==> src/rtl/ddr2_init_seq.sv <==
// ============================================================================
// ddr2_init_seq
//
// DDR2 power-up / initialization sequencer. Owns CKE and the command/address
// pins of the DIMM from reset until init_done. It replays the JEDEC DDR2 init
// sequence and then hands the bus to the main scheduler:
//
//   CKE low (T_INIT_CYC) -> CKE high + NOP (T_CKE_CYC) -> PRE-ALL -> EMRS2 ->
//   EMRS3 -> EMRS1 -> MRS (DLL reset) -> PRE-ALL -> REF -> REF -> MRS ->
//   [OCD default -> OCD exit] -> DLL lock wait (T_DLL_CYC) -> init_done
//
// Optional feature (compile-time macro):
//   DDR2_OCD_EN - when defined, two EMRS1 writes (OCD calibration default,
//                 then OCD exit) are inserted after the final MRS.
//
// Ports:
//   clk        in   controller clock, rising edge
//   rst_n      in   asynchronous active-low reset
//   start      in   level; begins the sequence when sampled high in IDLE
//   cke        out  DRAM clock enable
//   cs_n       out  chip select
//   ras_n      out  row address strobe
//   cas_n      out  column address strobe
//   we_n       out  write enable
//   ba         out  bank address   [BA_WIDTH-1:0]
//   addr       out  address        [ADDR_WIDTH-1:0]
//   busy       out  high from start acceptance until init_done
//   init_done  out  sticky completion flag (cleared only by reset)
//
// All outputs come straight from flops.
// ============================================================================
module ddr2_init_seq #(
    parameter int BA_WIDTH    = 3,
    parameter int ADDR_WIDTH  = 14,
    parameter int CAS_LATENCY = 5,
    parameter int WR_FIELD    = 5,
    parameter int EMR1_VAL    = 'h400,
    parameter int T_INIT_CYC  = 40000,
    parameter int T_CKE_CYC   = 80,
    parameter int T_RP_CYC    = 4,
    parameter int T_MRD_CYC   = 2,
    parameter int T_RFC_CYC   = 26,
    parameter int T_DLL_CYC   = 200
) (
    input  logic                  clk,
    input  logic                  rst_n,
    input  logic                  start,
    output logic                  cke,
    output logic                  cs_n,
    output logic                  ras_n,
    output logic                  cas_n,
    output logic                  we_n,
    output logic [BA_WIDTH-1:0]   ba,
    output logic [ADDR_WIDTH-1:0] addr,
    output logic                  busy,
    output logic                  init_done
);

    // ------------------------------------------------------------------------
    // Counter sizing: wide enough to hold the largest (T_x - 1) load value.
    // ------------------------------------------------------------------------
    function automatic int max2(input int a, input int b);
        return (a > b) ? a : b;
    endfunction

    localparam int T_MAX = max2(max2(max2(T_INIT_CYC, T_CKE_CYC),
                                     max2(T_RP_CYC, T_MRD_CYC)),
                                max2(T_RFC_CYC, T_DLL_CYC));
    localparam int CNT_W = (T_MAX > 1) ? $clog2(T_MAX) : 1;

    // Load value for a spacing of t cycles. A spacing of 0 is not meaningful
    // and is treated like 1 (advance on the very next cycle).
    function automatic logic [CNT_W-1:0] ld(input int t);
        return (t <= 1) ? '0 : CNT_W'(t - 1);
    endfunction

    // ------------------------------------------------------------------------
    // Command encodings {cs_n, ras_n, cas_n, we_n}
    // ------------------------------------------------------------------------
    localparam logic [3:0] CMD_DES = 4'b1111;  // deselect, used while CKE is low
    localparam logic [3:0] CMD_NOP = 4'b0111;
    localparam logic [3:0] CMD_PRE = 4'b0010;
    localparam logic [3:0] CMD_REF = 4'b0001;
    localparam logic [3:0] CMD_MRS = 4'b0000;

    // ------------------------------------------------------------------------
    // Mode-register images. Everything above bit 12 is forced to zero.
    // MR layout: [12]=PD(0) [11:9]=WR [8]=DLL reset [7]=TM [6:4]=CL [3]=BT [2:0]=BL
    // ------------------------------------------------------------------------
    localparam logic [12:0] MR_DLL_13 = {1'b0, 3'(WR_FIELD), 1'b1, 1'b0,
                                         3'(CAS_LATENCY), 1'b0, 3'd2};
    localparam logic [12:0] MR_RUN_13 = {1'b0, 3'(WR_FIELD), 1'b0, 1'b0,
                                         3'(CAS_LATENCY), 1'b0, 3'd2};

    localparam logic [ADDR_WIDTH-1:0] ADDR_A10 = ADDR_WIDTH'(13'h0400);
    localparam logic [ADDR_WIDTH-1:0] MR_DLL   = ADDR_WIDTH'(MR_DLL_13);
    localparam logic [ADDR_WIDTH-1:0] MR_RUN   = ADDR_WIDTH'(MR_RUN_13);
    localparam logic [ADDR_WIDTH-1:0] EMR1     = ADDR_WIDTH'(13'(EMR1_VAL));
`ifdef DDR2_OCD_EN
    // OCD calibration default: EMR1[9:7] = 3'b111
    localparam logic [ADDR_WIDTH-1:0] EMR1_OCD = ADDR_WIDTH'(13'(EMR1_VAL) | 13'h0380);
`endif

    localparam logic [BA_WIDTH-1:0] BA_MR   = BA_WIDTH'(0);
    localparam logic [BA_WIDTH-1:0] BA_EMR1 = BA_WIDTH'(1);
    localparam logic [BA_WIDTH-1:0] BA_EMR2 = BA_WIDTH'(2);
    localparam logic [BA_WIDTH-1:0] BA_EMR3 = BA_WIDTH'(3);

    // ------------------------------------------------------------------------
    // State encoding. Apart from IDLE/PWR/CKE/WAIT_DLL/DONE, each state is
    // named after the command that was just issued; the state is held while
    // the counter runs out that command's spacing, and the cycle it sees
    // cnt==0 is the cycle it issues the next command.
    // ------------------------------------------------------------------------
    typedef enum logic [3:0] {
        S_IDLE     = 4'd0,
        S_PWR      = 4'd1,
        S_CKE      = 4'd2,
        S_PRE1     = 4'd3,
        S_EMRS2    = 4'd4,
        S_EMRS3    = 4'd5,
        S_EMRS1    = 4'd6,
        S_MRS_DLL  = 4'd7,
        S_PRE2     = 4'd8,
        S_REF1     = 4'd9,
        S_REF2     = 4'd10,
        S_MRS      = 4'd11,
        S_OCD_DEF  = 4'd12,
        S_WAIT_DLL = 4'd13,
        S_DONE     = 4'd14
    } state_e;

    state_e                  state_q;
    logic [CNT_W-1:0]        cnt_q;
    logic                    cke_q;
    logic [3:0]              cmd_q;
    logic [BA_WIDTH-1:0]     ba_q;
    logic [ADDR_WIDTH-1:0]   addr_q;
    logic                    busy_q;
    logic                    done_q;

    always_ff @(posedge clk or negedge rst_n) begin
        if (!rst_n) begin
            state_q <= S_IDLE;
            cnt_q   <= '0;
            cke_q   <= 1'b0;
            cmd_q   <= CMD_DES;
            ba_q    <= '0;
            addr_q  <= '0;
            busy_q  <= 1'b0;
            done_q  <= 1'b0;
        end else begin
            // Between commands: deselect while CKE is low, NOP once it is high.
            // Bank/address are parked at zero whenever no command is driven.
            cmd_q  <= cke_q ? CMD_NOP : CMD_DES;
            ba_q   <= '0;
            addr_q <= '0;

            case (state_q)
                S_IDLE: begin
                    if (start) begin
                        busy_q  <= 1'b1;
                        state_q <= S_PWR;
                        cnt_q   <= ld(T_INIT_CYC);
                    end
                end

                // Terminal: CKE high, NOP held, start ignored until reset.
                S_DONE: begin
                end

                default: begin
                    if (cnt_q != '0) begin
                        cnt_q <= cnt_q - CNT_W'(1);
                    end else begin
                        case (state_q)
                            S_PWR: begin
                                cke_q   <= 1'b1;
                                cmd_q   <= CMD_NOP;
                                state_q <= S_CKE;
                                cnt_q   <= ld(T_CKE_CYC);
                            end
                            S_CKE: begin
                                cmd_q   <= CMD_PRE;
                                addr_q  <= ADDR_A10;
                                state_q <= S_PRE1;
                                cnt_q   <= ld(T_RP_CYC);
                            end
                            S_PRE1: begin
                                cmd_q   <= CMD_MRS;
                                ba_q    <= BA_EMR2;
                                state_q <= S_EMRS2;
                                cnt_q   <= ld(T_MRD_CYC);
                            end
                            S_EMRS2: begin
                                cmd_q   <= CMD_MRS;
                                ba_q    <= BA_EMR3;
                                state_q <= S_EMRS3;
                                cnt_q   <= ld(T_MRD_CYC);
                            end
                            S_EMRS3: begin
                                cmd_q   <= CMD_MRS;
                                ba_q    <= BA_EMR1;
                                addr_q  <= EMR1;
                                state_q <= S_EMRS1;
                                cnt_q   <= ld(T_MRD_CYC);
                            end
                            S_EMRS1: begin
                                cmd_q   <= CMD_MRS;
                                ba_q    <= BA_MR;
                                addr_q  <= MR_DLL;
                                state_q <= S_MRS_DLL;
                                cnt_q   <= ld(T_MRD_CYC);
                            end
                            S_MRS_DLL: begin
                                cmd_q   <= CMD_PRE;
                                addr_q  <= ADDR_A10;
                                state_q <= S_PRE2;
                                cnt_q   <= ld(T_RP_CYC);
                            end
                            S_PRE2: begin
                                cmd_q   <= CMD_REF;
                                state_q <= S_REF1;
                                cnt_q   <= ld(T_RFC_CYC);
                            end
                            S_REF1: begin
                                cmd_q   <= CMD_REF;
                                state_q <= S_REF2;
                                cnt_q   <= ld(T_RFC_CYC);
                            end
                            S_REF2: begin
                                cmd_q   <= CMD_MRS;
                                ba_q    <= BA_MR;
                                addr_q  <= MR_RUN;
`ifdef DDR2_OCD_EN
                                state_q <= S_MRS;
                                cnt_q   <= ld(T_MRD_CYC);
`else
                                // The DLL lock window is timed from the last
                                // mode-register write; it already spans tMRD.
                                state_q <= S_WAIT_DLL;
                                cnt_q   <= ld(T_DLL_CYC);
`endif
                            end
`ifdef DDR2_OCD_EN
                            S_MRS: begin
                                cmd_q   <= CMD_MRS;
                                ba_q    <= BA_EMR1;
                                addr_q  <= EMR1_OCD;
                                state_q <= S_OCD_DEF;
                                cnt_q   <= ld(T_MRD_CYC);
                            end
                            S_OCD_DEF: begin
                                // OCD exit is the last mode-register write, so
                                // the DLL lock window starts here.
                                cmd_q   <= CMD_MRS;
                                ba_q    <= BA_EMR1;
                                addr_q  <= EMR1;
                                state_q <= S_WAIT_DLL;
                                cnt_q   <= ld(T_DLL_CYC);
                            end
`endif
                            S_WAIT_DLL: begin
                                done_q  <= 1'b1;
                                busy_q  <= 1'b0;
                                state_q <= S_DONE;
                            end
                            // Unused encodings fall back to a quiet IDLE.
                            default: begin
                                cke_q   <= 1'b0;
                                cmd_q   <= CMD_DES;
                                busy_q  <= 1'b0;
                                state_q <= S_IDLE;
                            end
                        endcase
                    end
                end
            endcase
        end
    end

    assign cke                        = cke_q;
    assign {cs_n, ras_n, cas_n, we_n} = cmd_q;
    assign ba                         = ba_q;
    assign addr                       = addr_q;
    assign busy                       = busy_q;
    assign init_done                  = done_q;

endmodule

==> config.mk <==
export PLATFORM = sky130hd
export DESIGN_NAME = ddr2_init_seq
export DESIGN_NICKNAME = d
export VERILOG_FILES = /design/src/rtl/ddr2_init_seq.sv
export SDC_FILE = /design/constraint.sdc
export NUM_CORES = 1
export LEC_CHECK = 0
export BUFFER_PORTS_ARGS = -buffer_cell sky130_fd_sc_hd__buf_2
export CAP_MARGIN = 10
export CORE_MARGIN = 5
export CORE_UTILIZATION = 55
export DETAILED_ROUTE_END_ITERATION = 8
export PLACE_DENSITY = 0.77
export SYNTH_ARGS = -nofsm -noshare
export SYNTH_HDL_FRONTEND = slang
export SYNTH_SLANG_ARGS = --single-unit
==> constraint.sdc <==
create_clock -name clk -period 4.6 [get_ports clk]
set_clock_uncertainty 0.2 [all_clocks]
set_input_delay 0.46 -clock clk [delete_from_list [all_inputs] [get_ports clk]]
set_output_delay 0.46 -clock clk [all_outputs]
set_load 0.1 [all_outputs]
; Yosys cells after proc, flatten, opt, wreduce, memory -nomap -nowiden
; Index checks and enable logic that the tools add are counted.
[op_classes]
add_sub_neg = 1
n_eq_ne = 15
mux = 23
bitwise = 4
reduce_logical = 16
[op_table]
columns = cell, n
row1 = $pmux 16 s5, 1
row2 = $pmux 4 s11, 1
row3 = $pmux 12 s3, 1
row4 = $mux 16, 2
row5 = $pmux 16 s2, 1
row6 = $mux 12, 2
row7 = $eq 4x4->1 const B, 5
row8 = $mux 4, 5
row9 = $pmux 4 s5, 1
row10 = $reduce_or 10->1, 2
row11 = $eq 4x3->1 const B, 4
row12 = $reduce_bool 16->1, 1
row13 = $sub 16x1->16 const B, 1
row14 = $reduce_and 3->1, 4
row15 = $eq 4x2->1 const B, 2
row16 = $pmux 4 s2, 1
row17 = $reduce_bool 7->1, 1
row18 = $pmux 2 s3, 1
row19 = $reduce_or 2->1, 3
row20 = $reduce_or 5->1, 1
row21 = $eq 4x1->1 const B, 1
row22 = $logic_not 4->1, 1
row23 = $mux 2, 2
row24 = $ne 2x1->1 const B, 2
row25 = other kinds (7), 13
[word_totals]
reg_bits = 44
in_bits = 3
output_inout_bits = 24
elab_cells = 67

; Depth between registers and ports, before layout
[depth]
word_depth = 5
depth_mapped = 8
ltp_nobuf = 7

; Least setup slack after synthesis
; Ideal clock, no wire load.
[synth_timing]
path_type = reg-to-reg
start = register cnt_q[0]
end = register cnt_q[12]
setup_time_ns = 0.078
t_arrival_ns = 1.935
t_required_ns = 4.322
slack_ns = 2.388
path_stages_with_launch = 8
path_buffers = 0
synth_period_minus_slack_ns = 2.212
path_cell_list = dfrtp_1 > inv_1 > ha_1 > or3b_2 > or4_4 > o31ai_2 > a21oi_1 > a21oi_1
[synth_via]
elab_chain_len = 3
word_cells_on_any_way = 6
cone_classes = add/sub (1) / mux (2) / reduce/logical (3)
[synth_lines]
columns = element, line
row1 = "start, declared", 134  ; logic [CNT_W-1:0] cnt_q;
row2 = "start signal, assigned", 164  ; cnt_q <= ld(T_INIT_CYC);
row3 = "start signal, assigned", 174  ; cnt_q <= cnt_q - CNT_W'(1);
row4 = "start signal, assigned", 181  ; cnt_q <= ld(T_CKE_CYC);
row5 = $sub 16x1->16 or $reduce_bool 16->1 (tied branches), "174, 173"
row6 = $mux 16 or $reduce_bool 7->1 (tied branches), --
row7 = $pmux 16 s2 or $reduce_and 3->1 (tied branches), --
; Parallel ways exist; a longest one is shown, timed or not.
; A chain may end at the register's enable or synchronous reset.

; Worst setup path after layout
[layout_timing]
start = register cnt_q[0]
end = register cnt_q[6]
; Same word-level chain as after synthesis.

==> flow_summary.toml <==
[finish]
synthToLayoutAreaGrowth_pct = 7.34
drive_above_1_share = 0.155
num_antenna_cells = 0
nets = 256
utilization = 0.605

[timing]
slew_violations = 0
hold_viol = 0
slew_headroom = 0.437
rsz0062_at_grt = "false"
setup_ws_ns = 1.77
min_period_ns = 2.83
finalSetupTns_ns = 0
worst_slew_pin_slew_ns = 0.844
min_period_over_period = 0.616
finalSetupViolCount = 0
fmax_mhz = 353

[setup_path]
r2r_start = "cnt_q[0]$_DFFE_PN0P_"
path_class = "register to register"
crit_chain = "inv_1 -> ha_1 -> nor4b_1 -> nand4_1 -> nand2_1 -> o21ai_1 -> a32o_1"
cp_slowest_cell = "nand4_1"
r2r_end = "cnt_q[6]$_DFFE_PN0P_"
reg2regPathDepth = 7
cp-end-kind = "register"
path_max_fanout = 17
arrival_ns = 2.81
cp_num_buf_inv = 1
startpoint_type = "register"
cp_slowest_stage_delay_ns = 0.62
r2r_slack_ns = 1.77
cp.required_ns = 4.58
path_delay_family = "simple AND/OR/NAND/NOR gates"

[global_route]
grt_pass1_wl_mm = 8.29
grt_pass1_vias = 1697
grt_use_total = 0.205
grt_antenna_before_repair = 0
grt_overflow = 0
grt_max_degree = 33

[placement]
dp_hpwl_mm = 3.31
routabilityCongestion = 0.878
post-place-ws_ns = 1.89
numPortBuffers = 18

[pwr]
static-leakage-power_nw = 0.981
seqPwrFrac = 0.478
peakVddDrop_mv = 0.135
pwr-share-comb = 0.061
p_sw_mw = 0.145
powerDensity_nw_per_um2 = 268
clkPwrFrac = 0.461
p_int_mw = 0.443
switching_share = 0.247

[clock_network]
cts_made_buffers = 5
htreeDepth = 2
hold_buffers = 0
clk_latency_ns = 0.29
clock-sinks = 32
cts_tree = "done"
clkTransAtPathRegs_ns = 0.07
clock_path_buffers = 2
post-cts-setup-buffers = 0
cts_resized = 0
cts-root-buf = "clkbuf_8"

[floorplanning]
coreArea_sq_um = 3630
die_area_sq_um = 5040
start_util = 0.563
num_rows = 22
die_w_microns = 71.0
die_h_microns = 71.0
ioPinCount = 27

[synth]
yosys_warnings = 0
yosysUniqueCellTypes = 50
syn_area_sq_um = 2050
synth_area_leaders = "dfrtp_1 (34%), a21oi_1 (6.6%), dfstp_2 (5.1%)"
ys_ff_latch = 32
seq_area_frac_synth = 0.394
synthMostInstantiatedCell = "dfrtp_1"
synth_flop_cell = "dfrtp_1"
synth_cells = 243
synth_edf_count = 0
ys_top_cells_by_count = "dfrtp_1 (28), a21oi_1 (27), nand2_1 (21), nor2_1 (20), nor3_1 (15)"
avgSynthCellArea_sq_um = 8.42
synth_top_area_share = 0.342
synth_largest_area_cell = "dfrtp_1"
async_flop_share = 1.00

[detailed_routing]
drc = 0
ant_nets = 0
first_pass_iters = 5
via_per_inst = 6.23
via_count = 1870
drt_iter0_drc = 173
post_drt_wl_per_cell_microns = 16.0
wirelength_mm = 4.80

[status]
status = "completed"

[job]
drv_cap = 0

[hold_path]
min_path_type = "primary input to asynchronous set/reset pin"
-- worst reg2reg max path: cells and delay by family (launching register included) --
kind,cells,cell delay [ns]
adders and majority gates,1,0.15
buffers and inverters,1,0.10
and+or+nand+nor,3,1.50
DFF,1,0.42
AOI/OAI and AO/OA,2,0.36
-- power groups by stage --
stage	Combinational, mW	Sequential (mW)	Clock, mW
final	0.0357	0.281	0.271
after detailed placement	0.0361	0.287	0
after global routing	0.0374	0.281	0.289
after floorplan	0.0345	0.287	0
after CTS	0.0360	0.281	0.277
after global placement	0.0358	0.287	0
-- worst max path at each step --
stage,from,slack (ns),endpoint,cells past startpoint
floorplan,cnt_q[0]$_DFFE_PN0P_,2.39,cnt_q[12]$_DFFE_PN0P_,7
global placement,cnt_q[0]$_DFFE_PN0P_,1.97,cnt_q[6]$_DFFE_PN0P_,7
detailed placement,cnt_q[0]$_DFFE_PN0P_,1.89,cnt_q[6]$_DFFE_PN0P_,7
CTS,cnt_q[0]$_DFFE_PN0P_,1.86,cnt_q[6]$_DFFE_PN0P_,7
global route,cnt_q[0]$_DFFE_PN0P_,1.54,cnt_q[6]$_DFFE_PN0P_,7
finish,cnt_q[0]$_DFFE_PN0P_,1.77,cnt_q[6]$_DFFE_PN0P_,7
-- sequential cells by signal, indices dropped and copies added, names as in the netlist --
register and count:
cke 1, ba 2, state_q 4, cnt_q 16, addr 3, cmd_q 4
busy 1, init_done 1
-- final cells by class --
| class | instances | area (sq um) |
|---|---|---|
| fillers | 342 | 1440 |
| multi-input cells | 184 | 1080 |
| flip-flops and latches | 32 | 806 |
| repair buffers | 20 | 105 |
| clock buffers | 5 | 68.8 |
| well taps | 48 | 60.1 |
| clock inverters | 3 | 42.5 |
| inverters | 8 | 30.0 |
-- kinds of logic after synthesis --
family                     after synthesis  synth area share
and+or+nand+nor                         93             0.244
AOI/OAI and AO/OA                       78             0.245
buffers and inverters                   34            0.0892
DFF                                     32             0.394
adders and majority gates                2            0.0122
xor gates and xnor gates                 2           0.00856
other                                    1           0.00183
muxes                                    1           0.00489
-- per-layer routing --
layer / track usage / part of all wire
met5: 0 / 0
met2: 0.312 / 0.44
met3: 0.0426 / 0.072
met4: 0.0647 / 0.016
met1: 0.291 / 0.47
-- cell usage in the layout, fill, tap and decap left out, drive strengths merged, types with 6 or more instances in the layout --
cell type	Yosys	layout
nand3	6	6
dfrtp	28	28
inv	8	8
nand2	21	21
a21oi	27	27
nor4	6	6
nor3	15	15
nor2	20	20
o21ai	16	16
conb	1	8
buf	16	20
-- metrics by stage --
step	instances	hold slack, ns	power, mW	instance area (sq um)
after global routing	300	0.0704	0.608	2200
after CTS	300	0.0438	0.594	2200
after global placement	292	0.246	0.322	2090
after floorplan	250	-0.0356	0.321	2070
after detailed placement	292	0.254	0.323	2090
final	300	0.0143	0.588	2200
(Power assumes the default switching activity.)
